==> src/rtl/mul_pkg.sv <==
// Shared definitions for the parametrised sequential multiplier.
//   state_t      : controller states (IDLE -> CALC -> FIN -> IDLE)
//   width_cfg_ok : elaboration-time legality check for WIDTH/BPC pairs
package mul_pkg;

  typedef enum logic [1:0] {
    IDLE = 2'd0,
    CALC = 2'd1,
    FIN  = 2'd2
  } state_t;

  // A configuration is legal when the operand is at least two bits wide and
  // the per-cycle digit width divides it exactly.
  function automatic bit width_cfg_ok(input int width, input int bpc);
    return (width >= 2) && (bpc >= 1) && (bpc <= width) && ((width % bpc) == 0);
  endfunction

endpackage

==> src/rtl/mul_seq_param_if.sv <==
// Start/busy handshake bundle between a controller and mul_seq_param.
//   a_bi, b_bi : multiplicand / multiplier (WIDTH bits)
//   signed_i   : 1 = two's-complement operation, sampled with start_i
//   start_i    : operation request
//   busy_o     : operation in flight
//   done_o     : one-cycle strobe when y_bo updates
//   y_bo       : 2*WIDTH product, holds the last result
interface mul_seq_param_if #(
  parameter int WIDTH = 8
);
  logic [WIDTH-1:0]   a_bi;
  logic [WIDTH-1:0]   b_bi;
  logic               signed_i;
  logic               start_i;
  logic               busy_o;
  logic               done_o;
  logic [2*WIDTH-1:0] y_bo;

  modport master (
    output a_bi, b_bi, signed_i, start_i,
    input  busy_o, done_o, y_bo
  );

  modport slave (
    input  a_bi, b_bi, signed_i, start_i,
    output busy_o, done_o, y_bo
  );
endinterface

==> src/rtl/mul_pp_row.sv <==
// Combinational WIDTH x BPC partial-product generator.
//   mcand_i : unsigned multiplicand magnitude (WIDTH bits)
//   digit_i : current multiplier digit (BPC bits)
//   pp_o    : mcand_i * digit_i, exact (WIDTH+BPC bits)
module mul_pp_row #(
  parameter int WIDTH = 8,
  parameter int BPC   = 1
) (
  input  logic [WIDTH-1:0]     mcand_i,
  input  logic [BPC-1:0]       digit_i,
  output logic [WIDTH+BPC-1:0] pp_o
);

  // Both operands are widened to the result width so the product is exact.
  assign pp_o = (WIDTH+BPC)'(mcand_i) * (WIDTH+BPC)'(digit_i);

endmodule

==> src/rtl/mul_seq_param.sv <==
// Parametrised iterative shift-add multiplier, BPC multiplier bits per cycle.
// Operands are reduced to magnitudes on capture; the sign is reapplied in FIN.
//   clk_i : clock, rising edge
//   rst_i : asynchronous reset, active-low
//   bus   : slave side of mul_seq_param_if (operands, mode, start/busy/done, y)
module mul_seq_param
  import mul_pkg::*;
#(
  parameter int WIDTH = 8,
  parameter int BPC   = 1
) (
  input  logic            clk_i,
  input  logic            rst_i,
  mul_seq_param_if.slave  bus
);

  localparam int ITER = WIDTH / BPC;
  localparam int KW   = (ITER > 1) ? $clog2(ITER) : 1;
  localparam int W2   = 2 * WIDTH;

  generate
    if (!width_cfg_ok(WIDTH, BPC)) begin : g_bad_cfg
      $error("mul_seq_param: BPC must divide WIDTH and WIDTH must be >= 2");
    end
  endgenerate

  // Magnitude of an operand; in signed mode -2^(WIDTH-1) maps to 2^(WIDTH-1),
  // which is still representable as a WIDTH-bit unsigned value.
  function automatic logic [WIDTH-1:0] mag(input logic [WIDTH-1:0] v, input logic s);
    return (s && v[WIDTH-1]) ? (~v + 1'b1) : v;
  endfunction

  state_t            state_q, state_d;
  logic [WIDTH-1:0]  mcand_q;
  logic [WIDTH-1:0]  mplier_q;
  logic              neg_q;
  logic [KW-1:0]     k_q;
  logic [W2-1:0]     acc_q;
  logic [W2-1:0]     y_q;
  logic              done_q;
  logic              busy;

  logic [WIDTH+BPC-1:0] pp;
  logic [W2-1:0]        pp_ext;
  logic [W2-1:0]        pp_shf;
  int unsigned          shamt;

  mul_pp_row #(
    .WIDTH (WIDTH),
    .BPC   (BPC)
  ) u_pp_row (
    .mcand_i (mcand_q),
    .digit_i (mplier_q[BPC-1:0]),
    .pp_o    (pp)
  );

  // Align the current digit's partial product to its weight BPC*k.
  always_comb begin
    pp_ext = '0;
    pp_ext[WIDTH+BPC-1:0] = pp;
    shamt  = BPC * int'(k_q);
    pp_shf = pp_ext << shamt;
  end

  // State register
  always_ff @(posedge clk_i or negedge rst_i) begin
    if (!rst_i) state_q <= IDLE;
    else        state_q <= state_d;
  end

  // Next-state logic
  always_comb begin
    state_d = state_q;
    case (state_q)
      IDLE:    if (bus.start_i) state_d = CALC;
      CALC:    if (k_q == KW'(ITER - 1)) state_d = FIN;
      FIN:     state_d = IDLE;
      default: state_d = IDLE;
    endcase
  end

  // Output logic
  always_comb begin
    busy = (state_q != IDLE);
  end

  // Datapath: capture, accumulate, sign-fix and publish
  always_ff @(posedge clk_i or negedge rst_i) begin
    if (!rst_i) begin
      mcand_q  <= '0;
      mplier_q <= '0;
      neg_q    <= 1'b0;
      k_q      <= '0;
      acc_q    <= '0;
      y_q      <= '0;
      done_q   <= 1'b0;
    end else begin
      done_q <= 1'b0;
      case (state_q)
        IDLE: begin
          if (bus.start_i) begin
            mcand_q  <= mag(bus.a_bi, bus.signed_i);
            mplier_q <= mag(bus.b_bi, bus.signed_i);
            neg_q    <= bus.signed_i & (bus.a_bi[WIDTH-1] ^ bus.b_bi[WIDTH-1]);
            acc_q    <= '0;
            k_q      <= '0;
          end
        end
        CALC: begin
          acc_q    <= acc_q + pp_shf;
          mplier_q <= mplier_q >> BPC;
          k_q      <= k_q + 1'b1;
        end
        FIN: begin
          y_q    <= neg_q ? (~acc_q + 1'b1) : acc_q;
          done_q <= 1'b1;
        end
        default: ;
      endcase
    end
  end

  assign bus.busy_o = busy;
  assign bus.done_o = done_q;
  assign bus.y_bo   = y_q;

endmodule
==> src/flat_wrapper.sv <==
// flat-port wrapper written by rule: the top's interface ports become plain ports
module mul_seq_param_flat import mul_pkg::*;
#(
  parameter int WIDTH = 8,
  parameter int BPC   = 1
)
  (clk_i, rst_i, bus_a_bi, bus_b_bi, bus_signed_i, bus_start_i, bus_busy_o, bus_done_o, bus_y_bo);
  mul_seq_param_if #(.WIDTH(WIDTH)) bus_i ();
  input  logic clk_i;
  input  logic rst_i;
  input wire logic [$bits(bus_i.a_bi)-1:0] bus_a_bi;
  input wire logic [$bits(bus_i.b_bi)-1:0] bus_b_bi;
  input wire logic [$bits(bus_i.signed_i)-1:0] bus_signed_i;
  input wire logic [$bits(bus_i.start_i)-1:0] bus_start_i;
  output wire logic [$bits(bus_i.busy_o)-1:0] bus_busy_o;
  output wire logic [$bits(bus_i.done_o)-1:0] bus_done_o;
  output wire logic [$bits(bus_i.y_bo)-1:0] bus_y_bo;
  assign bus_i.a_bi = bus_a_bi;
  assign bus_i.b_bi = bus_b_bi;
  assign bus_i.signed_i = bus_signed_i;
  assign bus_i.start_i = bus_start_i;
  assign bus_busy_o = bus_i.busy_o;
  assign bus_done_o = bus_i.done_o;
  assign bus_y_bo = bus_i.y_bo;
  mul_seq_param #(.WIDTH(WIDTH), .BPC(BPC)) u_core (.clk_i(clk_i), .rst_i(rst_i), .bus(bus_i));
endmodule
==> config.mk <==
export PLATFORM = sky130hd
export DESIGN_NAME = mul_seq_param_flat
export DESIGN_NICKNAME = d
export VERILOG_FILES = /design/src/rtl/mul_pkg.sv /design/src/rtl/mul_seq_param_if.sv /design/src/rtl/mul_pp_row.sv /design/src/rtl/mul_seq_param.sv /design/src/flat_wrapper.sv
export SDC_FILE = /design/constraint.sdc
export NUM_CORES = 1
export LEC_CHECK = 0
export ABC_AREA = 1
export CAP_MARGIN = 5
export CELL_PAD_IN_SITES_DETAIL_PLACEMENT = 0
export CELL_PAD_IN_SITES_GLOBAL_PLACEMENT = 1
export CORE_MARGIN = 2
export CORE_UTILIZATION = 38
export CTS_CLUSTER_SIZE = 16
export DETAILED_ROUTE_END_ITERATION = 6
export GPL_TIMING_DRIVEN = 0
export PLACE_DENSITY = 0.77
export SETUP_SLACK_MARGIN = 0.2
export SYNTH_ARGS = -nofsm -noshare
export SYNTH_HDL_FRONTEND = slang
export SYNTH_HIERARCHICAL = 1
export SYNTH_SLANG_ARGS = --single-unit
==> constraint.sdc <==
create_clock -name clk_i -period 1.98 [get_ports clk_i]
set_input_delay 0.297 -clock clk_i [delete_from_list [all_inputs] [get_ports clk_i]]
set_output_delay 0.297 -clock clk_i [all_outputs]
set_load 0.02 [all_outputs]
==> impl_metrics.json <==
{
  "r2r_slack_ps": -300,
  "status": "complete, but fails checks",
  "worstMarginPinSlew_ps": 573,
  "r2r-end": "u_core/acc_q[13]",
  "track_usage": 0.196,
  "drive_above_1_share": 0.289,
  "cts_buffer_depth": 2,
  "antenna_left": 0,
  "timing.rr.start": "u_core/k_q[1]",
  "clock_latency_ps": 330,
  "fp.dieArea_um2": 11800,
  "overflow": 0,
  "synthDistinctLibCells": 40,
  "place_congestion": 0.865,
  "final_nets": 729,
  "crit_chain": "inv_1, buf_4, nand3_2, o21ai_4, mux2i_1, ha_1, nand2_1, inv_2, nand2_2, nor3_4, nand2_2, nand2_1, nand2_1, nand3_1, nand2_1",
  "synth_cells": 617,
  "ys.flop_type": "dfrtp_1",
  "cp_common_cell": "nand2_1",
  "vias": 4071,
  "hold_viol_final": 0,
  "wire_per_inst_um": 13.4,
  "fin_crit_sh": 1.15,
  "io_pins": 38,
  "syn_avg_cell_area_um2": 6.76,
  "dp_slack_ps": -451,
  "startpoint_type": "flop",
  "drv_slew": 0,
  "synth_top_area_frac": 0.330,
  "area_growth_pct": 34.7,
  "synth_edf_count": 0,
  "synth_area_leaders": "dfrtp_1 (33%), nand2_1 (19%), inv_1 (6.8%)",
  "path_buf_inv": 3,
  "clock_skew_ps": 10.4,
  "dr.pass1.iters": 4,
  "port_buffers": 37,
  "grt_max_degree": 33,
  "cp_slowest_stage_delay_ps": 450,
  "fp.dieH_um": 109,
  "drc": 0,
  "antenna_found_initial": 0,
  "vias_per_cell": 4.91,
  "ys_async_sr_fraction": 1.00,
  "numClockSinks": 55,
  "cp_max_fo": 10,
  "endpoint": "u_core/acc_q[13]",
  "powerDensity_nw_per_um2": 1970,
  "grt_pass1_wl_mm": 18.1,
  "ir_worst_vdd_mv": 0.634,
  "coreArea_um2": 10800,
  "antenna_cells": 0,
  "crit_path_end_kind": "flop",
  "crit_cells": 15,
  "fill_cells": 1086,
  "path_class": "reg2reg",
  "fin_ws_ps": -300,
  "reg2regPathDepth": 15,
  "clockRootBuffer": "clkbuf_8",
  "setup_viol": 13,
  "critical_path_required_ps": 2210,
  "synth_common_cells": "nand2_1 (213), inv_1 (75), dfrtp_1 (55), nand3_1 (47), nor2_1 (40)",
  "clkTransAtPathRegs_ps": 100,
  "crit_slowest_cell": "dfrtp_1",
  "synth_top_cell_by_area": "dfrtp_1",
  "max_clock_freq_mhz": 439,
  "violations": "negative setup slack",
  "yosysMostFrequentCell": "nand2_1",
  "synth_seq_area_share": 0.330,
  "post-route-min-period_ps": 2280,
  "cellLeakagePower_nw": 2.71,
  "hold_path_class": "reg2reg",
  "slew_headroom": 0.618,
  "dp_hpwl_mm": 8.20,
  "timing.hold.ws_ps": 484,
  "setup_tns_ps": -2560,
  "htreeDepth": 2,
  "multi_input_area_um2": 2890,
  "die-width_um": 109,
  "dr.first_iter.drc_count": 165,
  "ys_warn_count": 6,
  "cts_tree": "built",
  "regArea_um2": 1380,
  "fin_util": 0.521,
  "totalWireLength_mm": 11.1,
  "fp-row-count": 38,
  "critPathTopFamily": "simple AND/OR/NAND/NOR gates",
  "worstPathArrival_ps": 2510,
  "initial_core_util": 0.386,
  "syn_area_um2": 4170,
  "grt_pass1_vias": 4002,
  "cts_buffers": 5,
  "syn_nets": 658,
  "max-cap-violations": 0,
  "crit_path_start": "u_core/k_q[1]",
  "rsz0062_at_grt": "yes",
  "ys_ff_latch": 55
}
cells by family (layout without fill, tap and decap cells):
logic type / Yosys count / count (layout) / synth area share
flip-flops: 55 / 55 / 0.330
multiplexers: 2 / 2 / 0.00480
AO/OA/AOI/OAI: 84 / 84 / 0.111
other: 1 / 1 / 0.000899
adder cells (fa/ha/maj): 21 / 21 / 0.0648
AND/OR/NAND/NOR: 339 / 339 / 0.356
XOR/XNOR: 12 / 12 / 0.0252
buffers and inverters: 103 / 175 / 0.107
sequential cells by signal, indices dropped and copies added (netlist names):
name and flops:
u_core/neg_q 1, u_core/state_q 2, u_core/mplier_q 8, u_core/k_q 3, u_core/bus.y_bo 16, u_core/mcand_q 8, u_core/bus.done_o 1, u_core/acc_q 16
where the power goes:
part	switching, mW	total, mW	internal [mW]
clock	0.375	0.695	0.320
sequential	0.551	2.20	1.65
combinational	4.62	8.16	3.54
total	5.55	11.1	5.51
stage by stage:
step | total power, mW | area (um2) | instances
after global routing | 12.1 | 5620 | 829
after floorplan | 6.44 | 4230 | 617
after detailed placement | 7.97 | 4790 | 795
after global placement | 7.84 | 4770 | 794
final | 11.1 | 5620 | 829
after CTS | 9.87 | 5280 | 824
worst min-delay path, stage by stage, from the launching register on:
cell     delay [ps]
dfrtp_1         350
nand2_1          50
nand2_1          50
cell usage in the layout, fill, tap and decap left out, types with 2 or more instances in the layout:
cell type	count
a21oi_1	13
a21oi_2	6
a22oi_1	5
and3_1	2
buf_2	4
buf_4	26
buf_6	9
clkbuf_8	8
clkdlybuf4s50_1	35
dfrtp_1	55
ha_1	8
ha_4	11
inv_1	58
inv_2	25
inv_4	3
nand2_1	171
nand2_2	43
nand2_4	7
nand3_1	39
nand3_2	6
nand3_4	3
nand3b_1	4
nand4_1	7
nor2_1	34
nor2_2	3
nor2_4	7
nor3_1	2
nor3_2	3
o21ai_0	14
o21ai_1	19
o21ai_2	16
o21ai_4	4
o22ai_1	4
or2_4	2
xnor2_1	2
xor2_1	9
repair_timing:
action                                  in CTS  in global routing
hold buffers                                 1                  0
endpoints found under the setup margin      16                 19
pin swaps                                   52                 42
gates resized for setup                     77                 69
setup buffers                               20                  5
endpoints found under the hold margin       23                  0
routing by layer:
| metal | wire length, um | global-route usage |
|---|---|---|
| met5 | 0 | 0 |
| met4 | 234 | 0.0632 |
| met3 | 340 | 0.0221 |
| met2 | 5830 | 0.384 |
| met1 | 4730 | 0.218 |
layout make-up:
type / count / area share
Inverter: 86 / 0.0588
Multi-Input combinational cell: 459 / 0.514
Buffer: 17 / 0.0281
Clock buffer: 8 / 0.0178
Tap cell: 140 / 0.0312
Sequential cell: 55 / 0.245
Timing Repair Buffer: 64 / 0.105
worst min-delay path by stage:
stage,end,from,slack (ps),depth (start not counted)
floorplan,u_core/acc_q[0],rst_i,1,0
detailed placement,u_core/bus.y_bo[3],rst_i,320,1
CTS,u_core/bus.y_bo[7],u_core/bus.y_bo[7],490,2
global placement,u_core/bus.y_bo[9],u_core/bus.y_bo[9],460,2
global route,u_core/bus.y_bo[12],u_core/bus.y_bo[12],510,2
finish,u_core/bus.y_bo[7],u_core/bus.y_bo[7],480,2
(Power assumes the default switching activity.)
